$ cat config.mk
export PLATFORM = sky130hd
export DESIGN_NAME = wide_to_narrow_fifo
export DESIGN_NICKNAME = d
export VERILOG_FILES = /design/src/rtl/wide_to_narrow_fifo_pkg.sv /design/src/rtl/sdp_ram_wide_narrow.sv /design/src/rtl/wide_to_narrow_fifo.sv
export SDC_FILE = /design/constraint.sdc
export NUM_CORES = 2
export LEC_CHECK = 0
export CORE_UTILIZATION = 56
export CTS_CLUSTER_SIZE = 12
export DETAILED_ROUTE_END_ITERATION = 8
export PLACE_DENSITY = 0.78
export REMOVE_ABC_BUFFERS = 1
export SLEW_MARGIN = 20
export SYNTH_ARGS = -nofsm -noshare
export SYNTH_HDL_FRONTEND = slang
export SYNTH_SLANG_ARGS = --single-unit
$ cat constraint.sdc
create_clock -name clk -period 5.85 [get_ports clk]
set_input_delay 1.17 -clock clk [delete_from_list [all_inputs] [get_ports clk]]
set_output_delay 1.17 -clock clk [all_outputs]
set_load 0.02 [all_outputs]
$ cat src/rtl/wide_to_narrow_fifo_pkg.sv
// Shared helpers for the wide-write / narrow-read FIFO: a constant clog2 and
// the set of lane ratios the datapath supports.
package wide_to_narrow_fifo_pkg;

  // One bit per supported ratio value (1, 2, 4, 8).
  localparam logic [15:0] LEGAL_RATIO_MASK = 16'h0116;

  function automatic int unsigned clog2(input int unsigned value);
    int unsigned result;
    int unsigned v;
    result = 0;
    v      = (value > 0) ? value - 1 : 0;
    while (v > 0) begin
      result = result + 1;
      v      = v >> 1;
    end
    return result;
  endfunction

  function automatic bit ratio_is_legal(input int unsigned ratio);
    return (ratio < 16) && LEGAL_RATIO_MASK[ratio[3:0]];
  endfunction

endpackage

$ cat src/rtl/sdp_ram_wide_narrow.sv
// Simple dual-port storage: full-width write port, one-lane registered read
// port. The array itself is never reset so it maps onto block RAM; only the
// read output register is cleared.
module sdp_ram_wide_narrow #(
  parameter int WR_WIDTH = 64,
  parameter int RD_WIDTH = 16,
  parameter int DEPTH    = 32,
  parameter int AW       = 5,
  parameter int LW       = 2
) (
  input  logic                clk,
  input  logic                resetn,
  input  logic                i_wr_en,
  input  logic [AW-1:0]       i_wr_addr,
  input  logic [WR_WIDTH-1:0] i_wr_data,
  input  logic                i_rd_en,
  input  logic [AW-1:0]       i_rd_word,
  input  logic [LW-1:0]       i_rd_lane,
  output logic [RD_WIDTH-1:0] o_rd_data
);

  logic [WR_WIDTH-1:0] r_mem [DEPTH];
  logic [RD_WIDTH-1:0] r_rd_data;

  // Write a whole word into the slot addressed by the write pointer.
  always_ff @(posedge clk) begin
    if (i_wr_en) r_mem[i_wr_addr] <= i_wr_data;
  end

  // Registered lane read; holds its value when no read is issued.
  always_ff @(posedge clk or negedge resetn) begin
    if (!resetn) begin
      r_rd_data <= '0;
    end else if (i_rd_en) begin
      r_rd_data <= r_mem[i_rd_word][int'(i_rd_lane) * RD_WIDTH +: RD_WIDTH];
    end
  end

  assign o_rd_data = r_rd_data;

endmodule

$ cat src/rtl/wide_to_narrow_fifo.sv
// Wide-to-narrow FIFO: words of WR_WIDTH bits go in, RATIO lanes of
// WR_WIDTH/RATIO bits come out, lane 0 first. A partly drained word keeps its
// slot until its last lane is popped. All flags are registered from the
// post-operation pointer state.
module wide_to_narrow_fifo
  import wide_to_narrow_fifo_pkg::*;
#(
  parameter int  WR_WIDTH     = 64,
  parameter int  RATIO        = 4,
  parameter int  WR_DEPTH     = 32,
  parameter int  AFULL_THRESH = WR_DEPTH - 2,
  // An unsupported RATIO collapses LANES to 0 and stops elaboration here.
  localparam int LANES        = ratio_is_legal(RATIO) ? RATIO : 0,
  localparam int RD_WIDTH     = WR_WIDTH / LANES,
  localparam int LVL_W        = clog2(WR_DEPTH * RATIO) + 1
) (
  input  logic                clk,
  input  logic                resetn,
  input  logic                flush,
  input  logic                wr_en,
  input  logic [WR_WIDTH-1:0] din,
  output logic                full,
  output logic                almost_full,
  input  logic                rd_en,
  output logic [RD_WIDTH-1:0] dout,
  output logic                dout_valid,
  output logic                empty,
  output logic [LVL_W-1:0]    rd_level,
  output logic                overflow,
  output logic                underflow
);

  localparam int AW = clog2(WR_DEPTH);
  localparam int PW = AW + 1;
  localparam int LW = (RATIO > 1) ? clog2(RATIO) : 1;

  localparam logic [PW-1:0] PTR_ONE     = PW'(1);
  localparam logic [PW-1:0] FULL_WORDS  = PW'(WR_DEPTH);
  localparam logic [PW-1:0] AFULL_WORDS = PW'(AFULL_THRESH);
  localparam logic [LW-1:0] LANE_ONE    = LW'(1);
  localparam logic [LW-1:0] LAST_LANE   = LW'(RATIO - 1);

  // Pointers carry one wrap bit so a full buffer differs from an empty one.
  logic [PW-1:0]    r_wptr;
  logic [PW-1:0]    r_rword;
  logic [LW-1:0]    r_rlane;
  logic             r_full;
  logic             r_afull;
  logic             r_empty;
  logic             r_ovf;
  logic             r_udf;
  logic             r_dvalid;
  logic [LVL_W-1:0] r_level;

  logic             w_wr_acc;
  logic             w_rd_acc;
  logic [PW-1:0]    w_wptr_nxt;
  logic [PW-1:0]    w_rword_nxt;
  logic [LW-1:0]    w_rlane_nxt;
  logic [PW-1:0]    w_words_nxt;
  logic [LVL_W-1:0] w_level_nxt;

  // Accept/reject decisions from registered flags, then next pointer state.
  always_comb begin
    w_wr_acc    = wr_en & ~r_full & ~flush;
    w_rd_acc    = rd_en & ~r_empty & ~flush;
    w_wptr_nxt  = r_wptr;
    w_rword_nxt = r_rword;
    w_rlane_nxt = r_rlane;
    if (w_wr_acc) w_wptr_nxt = r_wptr + PTR_ONE;
    if (w_rd_acc) begin
      if (r_rlane == LAST_LANE) begin
        w_rlane_nxt = '0;
        w_rword_nxt = r_rword + PTR_ONE;
      end else begin
        w_rlane_nxt = r_rlane + LANE_ONE;
      end
    end
    w_words_nxt = w_wptr_nxt - w_rword_nxt;
    w_level_nxt = LVL_W'(w_words_nxt) * LVL_W'(RATIO) - LVL_W'(w_rlane_nxt);
  end

  // Pointer, level and flag registers; flush wins over same-cycle traffic.
  always_ff @(posedge clk or negedge resetn) begin
    if (!resetn) begin
      r_wptr   <= '0;
      r_rword  <= '0;
      r_rlane  <= '0;
      r_level  <= '0;
      r_full   <= 1'b0;
      r_afull  <= 1'b0;
      r_empty  <= 1'b1;
      r_ovf    <= 1'b0;
      r_udf    <= 1'b0;
      r_dvalid <= 1'b0;
    end else if (flush) begin
      r_wptr   <= '0;
      r_rword  <= '0;
      r_rlane  <= '0;
      r_level  <= '0;
      r_full   <= 1'b0;
      r_afull  <= 1'b0;
      r_empty  <= 1'b1;
      r_ovf    <= 1'b0;
      r_udf    <= 1'b0;
      r_dvalid <= 1'b0;
    end else begin
      r_wptr   <= w_wptr_nxt;
      r_rword  <= w_rword_nxt;
      r_rlane  <= w_rlane_nxt;
      r_level  <= w_level_nxt;
      r_full   <= (w_words_nxt == FULL_WORDS);
      r_afull  <= (w_words_nxt >= AFULL_WORDS);
      r_empty  <= (w_level_nxt == '0);
      r_ovf    <= r_ovf | (wr_en & r_full);
      r_udf    <= r_udf | (rd_en & r_empty);
      r_dvalid <= w_rd_acc;
    end
  end

  sdp_ram_wide_narrow #(
    .WR_WIDTH (WR_WIDTH),
    .RD_WIDTH (RD_WIDTH),
    .DEPTH    (WR_DEPTH),
    .AW       (AW),
    .LW       (LW)
  ) u_ram (
    .clk       (clk),
    .resetn    (resetn),
    .i_wr_en   (w_wr_acc),
    .i_wr_addr (r_wptr[AW-1:0]),
    .i_wr_data (din),
    .i_rd_en   (w_rd_acc),
    .i_rd_word (r_rword[AW-1:0]),
    .i_rd_lane (r_rlane),
    .o_rd_data (dout)
  );

  assign full        = r_full;
  assign almost_full = r_afull;
  assign empty       = r_empty;
  assign rd_level    = r_level;
  assign overflow    = r_ovf;
  assign underflow   = r_udf;
  assign dout_valid  = r_dvalid;

endmodule

==> flow_metrics.py <==
metrics = {
    "outcome": {
        "status": "complete, no violations",
    },
    "clock_tree": {
        "hold_buffers": 0,
        "cts_tree": "done",
        "numCtsBuffers": 199,
        "cts_resized": 0,
        "clkTransAtPathRegs_ns": 0.06,
        "htree_levels": 4,
        "post_cts_buffers": 0,
        "clock_sinks": 2091,
        "worstSkewPairLatency_ns": 0.84,
        "cts.path.max_buffers": 3,
        "root_buffer": "clkbuf_16",
    },
    "grt": {
        "grt_max_degree": 122,
        "grt_antenna_before_repair": 15,
        "grt_pass1_wl_microns": 288000,
        "first_global_vias": 41500,
        "grt_overflow_total": 0,
        "track_usage_pct": 27.6,
    },
    "placed_design": {
        "post-place-ws_ns": 0.782,
        "gp_congestion": 0.818,
        "dp_hpwl_microns": 105000,
        "port_buffers": 98,
        "place_area_sq_um": 84500,
    },
    "timing": {
        "finalCritPeriodShare_pct": 73.2,
        "worst_pin_slew_ns": 1.16,
        "rsz0062_at_grt": "false",
        "relSlewSlack_pct": 22.3,
        "setup_tns_ns": 0,
        "hold_slack_ns": 0.470,
        "finalHoldViolations": 0,
        "finalSetupViolations": 0,
        "report.final.slew_viol_count": 0,
        "timing.fmax_mhz": 233,
        "layout_setup_ws_ns": 1.57,
        "period_needed_ns": 4.28,
        "skew_ns": 0.0440,
    },
    "synth": {
        "synthTopCellsByCount": "edfxtp_1 (2048), mux2i_1 (411), mux4_2 (344)",
        "synth.avg_cell_area_sq_um": 20.9,
        "seq_area_frac_synth_pct": 77.3,
        "synth_fa_ha_area_share_pct": 0.226,
        "synthCells": 3876,
        "synthArstFlopShare_pct": 2.06,
        "synthSimpleGateAreaFrac_pct": 2.09,
        "ys_ff_latch": 2091,
        "synth_top_family_by_area": "multiplexers",
        "ys_types": 69,
        "synth_top_area_share_pct": 75.9,
        "synth_compound_area_share_pct": 3.32,
        "synth_xor_xnor_area_share_pct": 0.239,
        "synth-edff-count": 2048,
        "ys.warnings.count": 0,
        "synth.area.mux_share_pct": 15.1,
        "synth_area_leader_cell": "edfxtp_1",
        "synth.most_common_cell": "edfxtp_1",
        "synth_area_leaders": "edfxtp_1 (76%), mux4_2 (9.6%), mux2i_1 (5.1%), dfrtp_1 (1.3%), o22ai_1 (0.71%)",
        "syn_area_sq_um": 81000,
        "synth_flop_cell": "edfxtp_1",
    },
    "floorplanning": {
        "core_area_sq_um": 143000,
        "io_pins": 99,
        "dieArea_sq_um": 146000,
        "start_util_pct": 56.5,
        "die_x_microns": 382,
        "die_y_microns": 382,
        "rows": 139,
    },
    "drt": {
        "wl_per_cell_microns": 33.1,
        "drtPass1Iterations": 6,
        "top_layer": "met5",
        "drc": 0,
        "vias_per_cell": 6.82,
        "wl_met1_microns": 72400,
        "route.met3.wl_microns": 23200,
        "totalWireLength_microns": 200000,
        "vias": 41300,
        "final_antenna_net_count": 0,
        "wl_met2_microns": 97200,
        "drtIter0Drc": 5765,
    },
    "critical_path": {
        "cp.buffers_inverters": 1,
        "crit_family": "simple AND/OR/NAND/NOR gates",
        "worstPathArrival_ns": 5.07,
        "end_kind": "flip-flop",
        "path_cells": "clkdlybuf4s50_1 -> nor3b_2 -> nand2_1 -> xnor2_1 -> ha_1 -> o31ai_1 -> o2bb2ai_1 -> xnor3_1 -> a311oi_1 -> a21o_1",
        "worstPathRequired_ns": 6.63,
        "cp_max_fo": 10,
        "crit_path_start_kind": "input port",
        "critPathMaxStageDelay_ns": 0.70,
        "crit_type": "in -> reg",
        "crit_slowest_cell": "nor3b_2",
    },
    "run": {
        "max_cap_violations": 0,
    },
    "pwr": {
        "peakVddDrop_v": 0.000311,
        "leakagePower_nw": 26.8,
        "power_per_cell_area_nw_per_um2": 324,
    },
    "final_layout": {
        "nFillCells": 9267,
        "fin_area_sq_um": 90000,
        "regArea_sq_um": 62600,
        "synthToLayoutAreaGrowth_pct": 11.2,
        "multi_input_area_sq_um": 17300,
        "nNetsFinal": 4151,
        "utilization_pct": 62.7,
        "drive_gt1_share_pct": 19.5,
    },
    "hold_path": {
        "hold_class": "in -> async",
    },
}
[cells in the final DEF, fill, tap and decap left out, types with 22 or more instances in the layout]
cell type        count
mux4_2             344
buf_2               30
buf_4               83
dfrtp_1             37
nand2_1             83
buf_12              31
edfxtp_1          2048
o21ai_0             22
nor3_1              40
clkdlybuf4s50_1     68
nor4_1              29
o22ai_1             92
clkbuf_1            47
a21oi_1             45
a211oi_1            34
a221oi_1            24
nor2_1              77
clkbuf_16          200
o221ai_1            30
mux2_2              36
nor2b_1             23
mux2i_1            411
nor2_4              30
a22oi_1             48
[stage by stage]
step,power (mW),cells
after global placement,17.8,5770
after global routing,29.8,6055
final,29.1,6055
after detailed placement,17.8,5770
after CTS,29.3,6052
after floorplan,17.2,3655
[report_power, final]
part	switching, mW	internal [mW]
clock network	5.27	6.34
registers	0.158	16.6
logic	0.549	0.254
[path summary, 6_finish.rpt]
path	start	to	slack, ns	depth (start not counted)
max	flush	rd_level[7]	1.57	10
min	resetn	overflow	0.47	2
max reg2reg	r_rword[2]	u_ram.o_rd_data[14]	1.75	8
min reg2reg	underflow	underflow	0.51	2
max in group asynchronous	resetn	r_rword[1]	4.78	2
min in group clk	underflow	underflow	0.51	2
[sequential cells by signal, indices dropped and copies added, names as in the netlist, 6 cells and up]
register	cells
r_rword	6
r_wptr	6
rd_level	8
u_ram.o_rd_data	16
u_ram.r_mem	2048
[logic make-up (layout without fill, tap and decap cells)]
family | after synthesis | count (layout)
AO/OA/AOI/OAI | 378 | 378
XOR/XNOR | 19 | 19
adder cells (fa/ha/maj) | 14 | 14
buffers and inverters | 229 | 502
flip-flops | 2091 | 2091
multiplexers | 791 | 791
other | 0 | 3
AND/OR/NAND/NOR | 354 | 354
[routing by layer]
metal  track usage, %  up-vias
met4             10.4       20
li1                 -    16400
met3             6.62      479
met2             44.0     2884
met5                0        -
met1             37.2    21500
[worst reg2reg max path, stage by stage, from the launching register on]
cell and delay (ns):
dfrtp_4 0.51, buf_4 0.68, nand2b_2 0.52, buf_4 0.41, o22ai_1 0.17, o41ai_1 0.79, a31oi_1 0.10, o2111ai_1 0.61
nand3_1 0.15
[area by class of cell]
class / count / share of cell area (%)
sequential: 2091 / 69.5
inverter: 8 / 0.0347
antenna: 3 / 0.00834
tap: 1903 / 2.64
clock inverter: 31 / 0.468
clock buffer: 251 / 5.82
multi-input combinational: 1556 / 19.2
timing repair buffer: 212 / 2.30
(Power assumes the default switching activity.)
